--- config.mk ---
export PLATFORM = sky130hd
export DESIGN_NAME = max19506_serial_rx
export DESIGN_NICKNAME = d
export VERILOG_FILES = /design/src/rtl/max19506_serial_rx.sv
export SDC_FILE = /design/constraint.sdc
export NUM_CORES = 1
export LEC_CHECK = 0
export BUFFER_PORTS_ARGS = -buffer_cell sky130_fd_sc_hd__buf_2
export CAP_MARGIN = 20
export CELL_PAD_IN_SITES_DETAIL_PLACEMENT = 1
export CELL_PAD_IN_SITES_GLOBAL_PLACEMENT = 1
export CORE_MARGIN = 1.5
export CORE_UTILIZATION = 44
export DETAILED_ROUTE_END_ITERATION = 8
export HOLD_SLACK_MARGIN = 0.02
export PLACE_DENSITY_LB_ADDON = 0.05
export SLEW_MARGIN = 5
export SYNTH_ARGS = -nofsm -noshare
export SYNTH_HDL_FRONTEND = slang
export SYNTH_SLANG_ARGS = --single-unit
--- constraint.sdc ---
create_clock -name clk -period 5.3 [get_ports clk]
set_input_delay 0.53 -clock clk [delete_from_list [all_inputs] [get_ports clk]]
set_output_delay 0.53 -clock clk [all_outputs]
set_load 0.02 [all_outputs]
--- src/rtl/max19506_serial_rx.sv ---
// max19506_serial_rx
// Responder side of the MAX19506 3-wire serial control link. SCLK, SDIN and
// SPEN are oversampled on clk, 16-bit frames (R/W, 7-bit address, 8-bit data,
// MSB first) are decoded, and write frames update a shadow register file.
// Optional feature macro: MAX19506_SERIAL_RX_READBACK_EN enables driving
// register contents back on sdout for read frames.
module max19506_serial_rx #(
   parameter int NUM_REGS    = 8,
   parameter int SYNC_STAGES = 2
) (
   input  logic                  clk,
   input  logic                  reset,
   input  logic                  sclk,
   input  logic                  sdin,
   input  logic                  spen,
   output logic                  sdout,
   output logic                  sdout_oe,
   output logic [NUM_REGS*8-1:0] regs,
   output logic                  wr_valid,
   output logic [6:0]            wr_addr,
   output logic [7:0]            wr_data,
   output logic                  frame_err,
   output logic                  shdn
);

   localparam logic [1:0] ST_IDLE   = 2'd0;
   localparam logic [1:0] ST_SHIFT  = 2'd1;
   localparam logic [1:0] ST_COMMIT = 2'd2;
   localparam logic [1:0] ST_DONE   = 2'd3;

   localparam logic [7:0] NUM_REGS_L = 8'(NUM_REGS);

   logic [SYNC_STAGES-1:0] sclk_sync_q, sdin_sync_q, spen_sync_q;
   logic                   sclk_dly_q, spen_dly_q;
   logic                   sclk_s, sdin_s, spen_s;
   logic                   sclk_rise, spen_rise, spen_fall;

   logic [1:0]  state_q, state_d;
   logic [15:0] shift_q, shift_d;
   logic [4:0]  cnt_q, cnt_d;
   logic [7:0]  regs_q [NUM_REGS];
   logic [7:0]  regs_d [NUM_REGS];
   logic        wr_valid_q, wr_valid_d;
   logic [6:0]  wr_addr_q, wr_addr_d;
   logic [7:0]  wr_data_q, wr_data_d;
   logic        frame_err_q, frame_err_d;

   logic [6:0]  frm_addr;
   logic        frm_addr_ok;

   // Synchronise the async serial pins and keep a delayed copy for edge detection.
   // Resetting to 0 means a low SPEN during reset never looks like a falling edge,
   // so the remainder of an interrupted frame is ignored until SPEN goes high.
   always_ff @(posedge clk) begin
      if (reset) begin
         sclk_sync_q <= '0;
         sdin_sync_q <= '0;
         spen_sync_q <= '0;
         sclk_dly_q  <= 1'b0;
         spen_dly_q  <= 1'b0;
      end else begin
         sclk_sync_q <= {sclk_sync_q[SYNC_STAGES-2:0], sclk};
         sdin_sync_q <= {sdin_sync_q[SYNC_STAGES-2:0], sdin};
         spen_sync_q <= {spen_sync_q[SYNC_STAGES-2:0], spen};
         sclk_dly_q  <= sclk_s;
         spen_dly_q  <= spen_s;
      end
   end

   assign sclk_s    = sclk_sync_q[SYNC_STAGES-1];
   assign sdin_s    = sdin_sync_q[SYNC_STAGES-1];
   assign spen_s    = spen_sync_q[SYNC_STAGES-1];
   assign sclk_rise = sclk_s & ~sclk_dly_q;
   assign spen_rise = spen_s & ~spen_dly_q;
   assign spen_fall = ~spen_s & spen_dly_q;

   assign frm_addr    = shift_q[14:8];
   assign frm_addr_ok = ({1'b0, frm_addr} < NUM_REGS_L);

   // Frame FSM: collect 16 bits, then commit writes or flag bad/aborted frames.
   always_comb begin
      state_d     = state_q;
      shift_d     = shift_q;
      cnt_d       = cnt_q;
      regs_d      = regs_q;
      wr_valid_d  = 1'b0;
      wr_addr_d   = wr_addr_q;
      wr_data_d   = wr_data_q;
      frame_err_d = 1'b0;
      case (state_q)
         ST_IDLE: begin
            if (spen_fall) begin
               state_d = ST_SHIFT;
               shift_d = '0;
               cnt_d   = '0;
            end
         end
         ST_SHIFT: begin
            if (sclk_rise) begin
               shift_d = {shift_q[14:0], sdin_s};
               cnt_d   = cnt_q + 5'd1;
            end
            // A 16th edge coinciding with SPEN rising still completes the frame.
            if (sclk_rise && cnt_q == 5'd15) begin
               state_d = ST_COMMIT;
            end else if (spen_rise) begin
               state_d     = ST_IDLE;
               frame_err_d = 1'b1;
            end
         end
         ST_COMMIT: begin
            state_d = ST_DONE;
            if (!shift_q[15]) begin
               if (frm_addr_ok) begin
                  for (int i = 0; i < NUM_REGS; i++) begin
                     if (frm_addr == 7'(i)) regs_d[i] = shift_q[7:0];
                  end
                  wr_valid_d = 1'b1;
                  wr_addr_d  = frm_addr;
                  wr_data_d  = shift_q[7:0];
               end else begin
                  frame_err_d = 1'b1;
               end
            end
`ifdef MAX19506_SERIAL_RX_READBACK_EN
            else if (!frm_addr_ok) begin
               frame_err_d = 1'b1;
            end
`endif
         end
         default: begin
            // DONE: swallow any further SCLK activity until the window closes.
            if (spen_s) state_d = ST_IDLE;
         end
      endcase
   end

   // Frame state and register file; reset clears everything.
   always_ff @(posedge clk) begin
      if (reset) begin
         state_q     <= ST_IDLE;
         shift_q     <= '0;
         cnt_q       <= '0;
         wr_valid_q  <= 1'b0;
         wr_addr_q   <= '0;
         wr_data_q   <= '0;
         frame_err_q <= 1'b0;
         for (int i = 0; i < NUM_REGS; i++) regs_q[i] <= '0;
      end else begin
         state_q     <= state_d;
         shift_q     <= shift_d;
         cnt_q       <= cnt_d;
         wr_valid_q  <= wr_valid_d;
         wr_addr_q   <= wr_addr_d;
         wr_data_q   <= wr_data_d;
         frame_err_q <= frame_err_d;
         regs_q      <= regs_d;
      end
   end

   for (genvar g = 0; g < NUM_REGS; g++) begin : g_regs_flat
      assign regs[g*8 +: 8] = regs_q[g];
   end

   assign wr_valid  = wr_valid_q;
   assign wr_addr   = wr_addr_q;
   assign wr_data   = wr_data_q;
   assign frame_err = frame_err_q;
   assign shdn      = regs_q[0][0];

`ifdef MAX19506_SERIAL_RX_READBACK_EN
   logic       sclk_fall;
   logic       oe_q, oe_d;
   logic       sdout_q, sdout_d;
   logic [7:0] rd_sr_q, rd_sr_d;
   logic [6:0] rd_addr;
   logic [7:0] rd_sel;

   assign sclk_fall = ~sclk_s & sclk_dly_q;
   // Address as it stands once the 8th bit is being shifted in.
   assign rd_addr   = {shift_q[5:0], sdin_s};

   // Readback shifter: load on the 8th edge of a valid read, shift out on falling edges.
   always_comb begin
      oe_d    = oe_q;
      sdout_d = sdout_q;
      rd_sr_d = rd_sr_q;
      rd_sel  = 8'h00;
      for (int i = 0; i < NUM_REGS; i++) begin
         if (rd_addr == 7'(i)) rd_sel = regs_q[i];
      end
      if (state_q == ST_SHIFT && sclk_rise && cnt_q == 5'd7 && shift_q[6] &&
          ({1'b0, rd_addr} < NUM_REGS_L)) begin
         oe_d    = 1'b1;
         rd_sr_d = rd_sel;
      end
      if (oe_q && sclk_fall) begin
         sdout_d = rd_sr_q[7];
         rd_sr_d = {rd_sr_q[6:0], 1'b0};
      end
      if (state_q != ST_SHIFT || spen_rise) begin
         oe_d    = 1'b0;
         sdout_d = 1'b0;
      end
   end

   // Readback output registers.
   always_ff @(posedge clk) begin
      if (reset) begin
         oe_q    <= 1'b0;
         sdout_q <= 1'b0;
         rd_sr_q <= '0;
      end else begin
         oe_q    <= oe_d;
         sdout_q <= sdout_d;
         rd_sr_q <= rd_sr_d;
      end
   end

   assign sdout    = sdout_q;
   assign sdout_oe = oe_q;
`else
   assign sdout    = 1'b0;
   assign sdout_oe = 1'b0;
`endif

endmodule

# == Yosys cells after proc, flatten, opt, wreduce, memory -nomap -nowiden ==
# Cells that the tools add are included.
# word_totals
ff_bits,112
input_bits,5
out_inout_bits,84
wordCells,77
# classes
add_sub_neg,1
order_cmp,1
eq_ne,13
mux,17
bitwise,8
n_reduce_logical,17
# op_table
cell,count
16-bit two-way mux,2
16-bit one-hot mux with 2 select lines,1
4-bit AND reduction,8
7-bit by 3-bit == test with 1-bit output (second input constant),4
7-bit by 2-bit == test with 1-bit output (second input constant),2
5-bit two-way mux,2
5-bit one-hot mux with 2 select lines,1
3-bit AND reduction,3
2-bit two-way mux,4
7-bit by 1-bit == test with 1-bit output (second input constant),1
7-bit logical NOT,1
7-bit by 4-bit less-than comparator with 1-bit output (second input constant),1
2-bit one-hot mux with 3 select lines,1
5-bit by 1-bit adder with 5-bit output (second input constant),1
5-bit by 4-bit == test with 1-bit output (second input constant),1
1-bit two-way mux,5
1-bit NOT,5
2-bit inequality test (second input constant),2
4-bit nonzero test,1
1-bit bitwise AND,3
3-bit inequality test (second input constant),1
3-bit OR reduction,1
2-bit by 1-bit == test with 1-bit output (second input constant),1
2-bit == test (second input constant),1
4 further kinds,4

# == Longest topological paths before layout ==
# Gate-level depths: netlist of run 1.
# logic_depth
depth_word,5
ltp_mapped,8
mapped_depth_nobuf,7

# == Worst setup path after synthesis of run 1 ==
# OpenSTA, ideal clock, no wires.
# synth_timing
path_type,register to register
from,register state_q[0]
to,"register regs_q, in the netlist regs[17]"
setup_ns,0.128
arrival_ns,1.769
t_required_ns,5.172
setup_slack_ns,3.403
stages_incl_launch_ff,8
path_buffers,1
synth_period_minus_slack_ns,1.897
cell_sequence,dfxtp_1 -> inv_1 -> ha_1 -> nor3b_1 -> nor4b_1 -> buf_4 -> mux2i_1 -> nor2_1
# synth_via
elab_chain_cells,2
# synth_rtl
item,line_no,text
from (decl),38,"logic [1:0] state_q, state_d;"
from (signal assigned),150,state_q <= state_d;
2-bit == test,90,case (state_q)
4-bit AND reduction (no line),--,
to (signal assigned),157,regs_q <= regs_d;
to (decl),41,logic [7:0] regs_q [NUM_REGS];
# Every way passes these cells.
# A chain may end at the register's enable or synchronous reset.

# == Worst setup path after layout of run 1 ==
# layout_timing
from,register state_q[1]
to,register shift_q[8]
# layout_via
elab_chain_cells,3
word_cells_on_any_way,7
cone_classes,eq/ne (3); mux (1); reduce/logical (3)
# layout_rtl
item,line_no,text
2-bit by 1-bit == test with 1-bit output / 2-bit logical NOT (equally long branches),90,
2-bit inequality test (no line) / 2-bit nonzero test (equally long branches),--,
3-bit AND reduction (no line),--,
to (signal assigned),151,shift_q <= shift_d;
to (decl),39,"logic [15:0] shift_q, shift_d;"
# Several ways; a longest one is shown, not always the timed one.

==> metrics.cfg, run 1 <==
[yosys]
post_synth.cell_area_avg_um2 = 9.96
yosysSeqAreaShare_pct = 52.0
syn_area_mm2 = 0.00431
async_flop_share_pct = 0
synth_warnings = 0
synthCells = 433
yosys.cell_types.count = 39
ys.flop_type = dfxtp_1
synth-edff-count = 0
ys_ff_latch = 112

[critical_path]
r2r-start = state_q[1]
startpoint = state_q[1]
slowest_delay_ns = 0.59
path_cells = inv_1, ha_1, nand3b_1, a22oi_2, buf_4, mux2i_1, nor2_1
crit_buf_inv = 2
crit_type = flip-flop to flip-flop
endpoint_kind = flip-flop
start_kind = flip-flop
cp_top_family = adder cells
crit_required_ns = 5.52
cp.arrival_ns = 2.89
slowest_stage = ha_1
cp_max_fo = 21

[sta]
min_period_over_period_pct = 50.5
worst_pin_slew_ns = 1.05
finalHoldViolations = 0
tns_ns = 0
fmax_mhz = 374
maxSlewHeadroom_pct = 30.0
final.min_clock_period_ns = 2.68
rsz0062_at_grt = no
setup_ws_ns = 2.62
fin_skew_ns = 0.0103
setup_violations = 0
drv_slew = 0

[drt]
viasPerCell = 5.00
wl_met3_um = 392
routed_wirelength_um = 9990
drt_iter0_markers = 99
vias = 3181
wl_met1_um = 4600
drcViolationCount = 0
drt-pass1-iter-count = 4
route.met2.wl_um = 4770
routed.top_layer = met4
post_drt_wl_per_cell_um = 15.7
ant_nets = 0

[floorplanning]
die_x_um = 102
die_h_um = 102
pin_count = 89
die-area_mm2 = 0.0104
start_util_pct = 46.0
fp-row-count = 35
core_mm2 = 0.00937

[clocking]
htree_levels = 3
cts_root_buf = clkbuf_8
clkTransAtPathRegs_ns = 0.11
cts_setup_buffers = 0
clockBufferDepth = 2
cts_tree = done
ctsHoldBuffers = 0
clock_latency_ns = 0.37
clkSinkCount = 112
numCtsBuffers = 9
post_cts_resized = 0

[finish]
drive_gt1_share_pct = 22.9
nets = 513
fillers = 1123
layout.cells.non_filler = 636
antennaDiodeCount = 0
area_growth_pct = 15.3
final_area_mm2 = 0.00497

[grt]
grt_usage_pct = 20.6
grt_pass1_wl_um = 16500
grt_overflow_total = 0
antenna_found_initial = 0
grt_pass1_vias = 3287
grt_max_degree = 105

[worst_hold_path]
min_path_type = input port to flip-flop
hp-start = sdin

[placed_design]
dp_hpwl_um = 6590
port_buffers = 86
placed_area_mm2 = 0.00479
place_ws_ns = 2.51
gp_congestion = 0.744
place_inst = 619

[pwr]
power.density_mw_per_mm2 = 305
peakVddDrop_mv = 0.157
power_leakage_nw = 2.44

[flow_run]
drv_cap = 0

[outcome]
status = finished clean

## cell families after synthesis
group / after synthesis / share of synthesized area, %
AND/OR/NAND/NOR: 171 / 20.0
flip-flops: 112 / 52.0
multiplexers: 82 / 19.0
buffers and inverters: 35 / 3.51
AO/OA/AOI/OAI: 25 / 3.40
adder cells (fa/ha/maj): 6 / 1.74
other: 1 / 0.0870
XOR/XNOR: 1 / 0.203
## Yosys cell counts (2+ instances only)
cell type	number	area, µm²
nor3_1	2	10.0
a21oi_1	13	65.1
clkbuf_1	23	86.3
nand4_2	3	37.5
and3_1	2	12.5
o21ai_0	4	20.0
buf_4	4	30.0
inv_1	4	15.0
and2_1	19	119
ha_1	6	75.1
nand2_1	24	90.1
nor2b_1	11	68.8
nor4_4	2	42.5
nor2_1	88	330
nand3b_1	3	22.5
nand2b_1	5	31.3
dfxtp_1	112	2240
nand3_2	3	30.0
mux2i_1	82	821
buf_2	4	20.0
## worst paths after layout
path         cells past startpoint              to  slack [ns]
max                              7      shift_q[8]        2.62
min                              2  sdin_sync_q[0]        0.36
max reg2reg                      7      shift_q[8]        2.62
min reg2reg                      1  sclk_sync_q[1]        0.45
## area by class of cell
type | count | area [µm²] | share of cell area, %
flip-flops and latches | 112 | 2240 | 45.1
clock buffers | 10 | 128 | 2.57
clock inverters | 6 | 45.0 | 0.906
inverters | 4 | 15.0 | 0.302
well taps | 129 | 161 | 3.25
multi-input cells | 287 | 1930 | 38.9
repair buffers | 88 | 448 | 9.01
## flip-flops by register name, indices dropped and copies added (netlist names)
name,flops
cnt_q,5
regs,64
wr_addr,7
wr_data,8
state_q,2
sclk_sync_q,2
frame_err,1
shift_q,16
sdin_sync_q,2
spen_dly_q,1
wr_valid,1
sclk_dly_q,1
spen_sync_q,2
## worst reg2reg max path, stage by stage, from the launching register on
cell	delay (ns)
dfxtp_1	0.36
inv_1	0.14
ha_1	0.59
nand3b_1	0.22
a22oi_2	0.59
buf_4	0.35
mux2i_1	0.22
nor2_1	0.06
## routing by layer
metal	up-vias	track usage [%]
li1	1558	-
met1	1535	26.5
met2	71	33.6
met3	17	3.97
met4	0	9.17
met5	-	0
## cells in the final DEF, fill, tap and decap left out, drive strengths merged, types with 4 or more instances in the layout
cell type | synthesis | routed
dfxtp | 112 | 112
nor2 | 88 | 88
buf | 8 | 88
mux2i | 82 | 82
nand2 | 24 | 24
and2 | 20 | 20
a21oi | 13 | 13
nor2b | 11 | 11
clkbuf | 23 | 10
ha | 6 | 6
nand2b | 5 | 5
inv | 4 | 5
clkinv | 0 | 5
o21ai | 4 | 4
nand3 | 4 | 4
## per-stage QoR
step	total power, W	hold slack [ns]	utilization (%)
after floorplan	0.00103	0.414	-
after global placement	0.00107	0.421	51.1
after detailed placement	0.00107	0.433	51.1
after CTS	0.00154	0.350	53.0
after global routing	0.00159	0.363	53.1
final	0.00152	0.364	53.1
## power breakdown
part           switching (W)  leakage [nW]  internal, W
registers          0.0000119         0.904     0.000852
clock network       0.000289        0.0906     0.000174
logic               0.000118          1.45    0.0000712
No activity file was read; power rests on OpenSTA's default activity.
==> inputs of run 2 (changes only) <==
- CORE_UTILIZATION: 44 -> 41
- clock period: 5.3 -> 2.69 ns (I/O delays scaled with it)
==> metrics.cfg, run 2 (synthesized netlist as in run 1, its figures left out) <==
[sta]
maxSlewHeadroom_pct = 54.2  ; +24 points
min_period_over_period_pct = 88.9  ; +38 points
finalHoldViolations = 0  ; unchanged
final.min_clock_period_ns = 2.39  ; -0.285 ns
holdWs_ns = 0.108  ; -0.257 ns
rsz0062_at_grt = no
worst_pin_slew_ns = 0.686  ; -0.364 ns
setup_violations = 0  ; unchanged
drv_slew = 0  ; unchanged
fin_skew_ns = 0.0132  ; +0.00294 ns
tns_ns = 0  ; unchanged
fmax_mhz = 418  ; +12%

[grt]
grt_pass1_wl_um = 17100  ; +3.9%
grt_pass1_vias = 3234  ; -1.6%
grt_overflow_total = 0  ; unchanged
antenna_found_initial = 0  ; unchanged
grt_usage_pct = 19.7  ; -0.83 points
grt_max_degree = 55  ; -48%

[clocking]
ctsHoldBuffers = 0  ; unchanged
cts_setup_buffers = 0  ; unchanged
post_cts_resized = 0  ; unchanged
cts_tree = done
clkSinkCount = 112  ; unchanged
htree_levels = 3  ; unchanged
clkTransAtPathRegs_ns = 0.11  ; about the same
cts_root_buf = clkbuf_8
numCtsBuffers = 9  ; unchanged
clock_latency_ns = 0.37  ; about the same
clockBufferDepth = 2  ; unchanged

[drt]
drt_iter0_markers = 80  ; -19%
ant_nets = 0  ; unchanged
routed.top_layer = met4
wl_met1_um = 4920  ; +7.1%
route.met2.wl_um = 4980  ; +4.4%
routed_wirelength_um = 10500  ; +5.2%
wl_met3_um = 507  ; +29%
drt-pass1-iter-count = 4  ; unchanged
viasPerCell = 4.84  ; -3.2%
post_drt_wl_per_cell_um = 16.2  ; +3.4%
drcViolationCount = 0  ; unchanged
vias = 3133  ; -1.5%

[finish]
final_cell_mix = 112 x dfxtp_1, 88 x nor2_1, 85 x buf_2
fillers = 1199  ; +6.8%
multi_input_area_mm2 = 0.00193  ; unchanged
seqCellArea_mm2 = 0.00224  ; unchanged
nets = 517  ; +0.78%
antennaDiodeCount = 0  ; unchanged
final_common_cell = dfxtp_1
area_growth_pct = 17.0
drive_gt1_share_pct = 23.5  ; +0.60 points
largest_register_ffs = 64  ; unchanged

[critical_path]
start_kind = flip-flop
crit_required_ns = 2.93  ; -2.59 ns
crit_type = flip-flop to flip-flop
cp.arrival_ns = 2.63  ; -0.26 ns
cp_max_fo = 21  ; unchanged
endpoint_kind = flip-flop

[pwr]
power.density_mw_per_mm2 = 622  ; +100%
peakVddDrop_mv = 0.296  ; +89%
power_leakage_nw = 2.47  ; +1.3%

[placed_design]
gp_congestion = 0.728  ; -2.1%
port_buffers = 86  ; unchanged
dp_hpwl_um = 6830  ; +3.6%

[floorplanning]
core_mm2 = 0.0103  ; +9.7%
die_x_um = 106  ; +3.5%
fp-row-count = 37  ; +5.7%
start_util_pct = 42.0  ; -4.1 points
pin_count = 89  ; unchanged
die_h_um = 106  ; +3.5%
die-area_mm2 = 0.0111  ; +7.1%

[flow_run]
drv_cap = 0  ; unchanged

[worst_hold_path]
min_path_type = input port to flip-flop

[outcome]
status = finished clean

## run 2: cell count changes in the layout (fill, tap and decap cells not counted), sizes merged
cell      before  now
buf           88   92
bufinv         0    1
clkinv         5    2
clkinvlp       0    1
inv            5    6
## run 2: metal layers
metal | track usage, % | vias up
met5 | 0 | -
met4 | 5.41 | 0
met3 | 4.64 | 8
met2 | 32.7 | 78
met1 | 25.8 | 1482
li1 | - | 1565
## run 2: report_power, final
part | switching (W) | internal (W)
Sequential | 0.0000231 | 0.00168
Clock | 0.000594 | 0.000448
Combinational | 0.000240 | 0.000151
Total | 0.000858 | 0.00228
## run 2: final timing paths
kind	from	end	cells after the start	slack [ns]
min	sclk	sclk_sync_q[0]	2	0.11
min reg2reg	sclk_sync_q[0]	sclk_sync_q[1]	1	0.45
max	state_q[1]	shift_q[8]	7	0.30
max reg2reg	state_q[1]	shift_q[8]	7	0.30
## run 2: final cells by class
class                           count  area share (%)
Sequential cell                   112            44.5
Multi-Input combinational cell    287            38.3
Timing Repair Buffer               92            9.48
Tap cell                          136            3.37
Clock buffer                       10            2.53
Clock inverter                      6            1.54
Inverter                            4           0.298
## run 2: critical path: stages (launching register included)
cell and delay [ns]:
dfxtp_1 0.36, inv_1 0.14, ha_1 0.58, nand3b_1 0.21
a22oi_2 0.40, buf_4 0.30, mux2i_1 0.22, nor2_1 0.06
## run 2: per-stage QoR
step | worst slack [ns] | instances | util [%] | total power, W | instance area, µm²
after global placement | 0.500 | 631 | 47.1 | 0.00212 | 4840
after global routing | 0.0741 | 647 | 49.1 | 0.00328 | 5040
after CTS | 0.310 | 647 | 49.1 | 0.00318 | 5040
final | 0.299 | 647 | 49.1 | 0.00314 | 5040
after floorplan | 0.793 | 434 | - | 0.00204 | 4320
after detailed placement | 0.338 | 631 | 47.1 | 0.00213 | 4840
==> inputs of run 3 (changes only) <==
- CORE_MARGIN: 1.5 -> 4
- CORE_UTILIZATION: 41 -> 40
- PLACE_DENSITY: not set -> 0.73
- PLACE_DENSITY_LB_ADDON: 0.05 -> not set
==> metrics.cfg, run 3 (synthesized netlist as in run 1, its figures left out) <==
[finish]
final_cell_mix = 112 x dfxtp_1, 88 x nor2_1, 85 x buf_2
final_area_mm2 = 0.00500  ; -0.79%
multi_input_area_mm2 = 0.00193  ; unchanged
fin_util_pct = 48.0  ; -1.0 points
drive_gt1_share_pct = 23.2  ; -0.30 points
fillers = 1234  ; +2.9%
antennaDiodeCount = 0  ; unchanged
area_growth_pct = 16.0
nets = 515  ; -0.39%
final_common_cell = dfxtp_1
largest_register_ffs = 64  ; unchanged
seqCellArea_mm2 = 0.00224  ; unchanged

[floorplanning]
start_util_pct = 41.4  ; -0.56 points
fp-row-count = 37  ; unchanged
die-area_mm2 = 0.0125  ; +12%
die_h_um = 112  ; +5.9%
die_x_um = 112  ; +5.9%
pin_count = 89  ; unchanged
core_mm2 = 0.0104  ; +1.4%

[clocking]
clkSinkCount = 112  ; unchanged
numCtsBuffers = 9  ; unchanged
htree_levels = 3  ; unchanged
post_cts_resized = 0  ; unchanged
clkTransAtPathRegs_ns = 0.10  ; about the same
clockBufferDepth = 2  ; unchanged
cts_tree = done
clock_latency_ns = 0.38  ; about the same
cts_root_buf = clkbuf_8
cts_setup_buffers = 0  ; unchanged
ctsHoldBuffers = 0  ; unchanged

[critical_path]
crit_type = flip-flop to flip-flop
r2r-start = state_q[1]
ff2ff_path_depth = 7  ; unchanged
cp_max_fo = 21  ; unchanged
slowest_delay_ns = 0.57  ; about the same
r2r_setup_slack_ns = 0.47  ; +0.17 ns
cp.arrival_ns = 2.50  ; -0.13 ns
slowest_stage = ha_1
start_kind = flip-flop
path_cells = inv_1, ha_1, nand3b_1, a22oi_2, buf_4, a211oi_1, a31o_2
rr_endpoint = cnt_q[2]
crit_required_ns = 2.96  ; +0.03 ns
endpoint_kind = flip-flop
startpoint = state_q[1]

[sta]
worst_pin_slew_ns = 0.779  ; +0.0928 ns
rsz0062_at_grt = no
fmax_mhz = 450  ; +7.5%
final.min_clock_period_ns = 2.22  ; -0.168 ns
drv_slew = 0  ; unchanged
tns_ns = 0  ; unchanged
finalHoldViolations = 0  ; unchanged
setup_violations = 0  ; unchanged
fin_skew_ns = 0.0154  ; +0.00218 ns
maxSlewHeadroom_pct = 47.7  ; -6.5 points
holdWs_ns = 0.104  ; -0.00358 ns
min_period_over_period_pct = 82.7  ; -6.2 points

[pwr]
peakVddDrop_mv = 0.243  ; -18%
power.density_mw_per_mm2 = 605  ; -2.7%
power_leakage_nw = 2.45  ; -0.84%

[drt]
viasPerCell = 4.92  ; +1.7%
routed_wirelength_um = 10300  ; -1.7%
drt-pass1-iter-count = 4  ; unchanged
post_drt_wl_per_cell_um = 16.0  ; -1.4%
ant_nets = 0  ; unchanged
vias = 3176  ; +1.4%
drcViolationCount = 0  ; unchanged
drt_iter0_markers = 98  ; +23%

[placed_design]
port_buffers = 86  ; unchanged
placed_area_mm2 = 0.00482  ; -0.31%
dp_hpwl_um = 6980  ; +2.2%
gp_congestion = 0.715  ; -1.8%

[worst_hold_path]
hp-start = spen
min_path_type = input port to flip-flop
hold_depth = 2  ; unchanged
holdPathEnd = spen_sync_q[0]

[flow_run]
drv_cap = 0  ; unchanged

[grt]
grt_usage_pct = 16.9  ; -2.8 points
antenna_found_initial = 0  ; unchanged
grt_max_degree = 55  ; unchanged
grt_overflow_total = 0  ; unchanged
grt_pass1_wl_um = 17000  ; -0.36%
grt_pass1_vias = 3339  ; +3.2%

[outcome]
status = finished clean

[run 3: cell types whose count changed in the layout (fill, tap and decap cells not counted)]
cell and delta:
buf_4 -2, inv_6 +2, inv_8 -2, bufinv_16 -1
clkbuf_8 +1, clkinv_2 +1, clkinv_4 -1
[run 3: worst max-delay path by stage]
stage	endpoint	slack (ns)	cells after the start
6_report	cnt_q[2]	0.47	7
5_1_grt	cnt_q[2]	0.30	7
4_1_cts	cnt_q[2]	0.45	7
3_5_place_dp	cnt_q[2]	0.48	7
3_3_place_gp	cnt_q[2]	0.60	7
2_1_floorplan	regs[17]	0.79	7
[run 3: power breakdown]
part | switching, W | total, W | internal (W)
Sequential | 0.0000227 | 0.00170 | 0.00168
Combinational | 0.000232 | 0.000376 | 0.000144
Clock | 0.000577 | 0.000947 | 0.000370
Total | 0.000832 | 0.00303 | 0.00219
[run 3: layout make-up]
cell class / count / share of cell area, %
clock buffer: 11 / 2.83
tap: 136 / 3.40
inverter: 4 / 0.300
clock inverter: 5 / 0.775
multi-input combinational: 287 / 38.6
sequential: 112 / 44.8
timing repair buffer: 90 / 9.25
[run 3: metrics by stage]
stage / setup WS (ns) / power (W) / std cells
after global routing: 0.301 / 0.00317 / 645
after global placement: 0.598 / 0.00211 / 629
after detailed placement: 0.475 / 0.00212 / 629
after CTS: 0.451 / 0.00306 / 645
final: 0.466 / 0.00303 / 645
after floorplan: 0.793 / 0.00204 / 434
[run 3: critical path, delay by kind of cell, from the launching register on]
family	cells	cell delay, ns
simple gates	1	0.19
flops	1	0.35
fa+ha+maj	1	0.57
buf+inv	2	0.46
compound gates	3	0.55
[run 3: layer usage]
metal  vias to the layer above  share of wire (%)  global-route usage, %
met5                         -                  0                      0
met1                      1524                 46                   21.4
met3                        11                7.3                   5.82
met4                         0                1.2                   5.11
met2                        75                 45                   27.4
li1                       1566                  -                      -
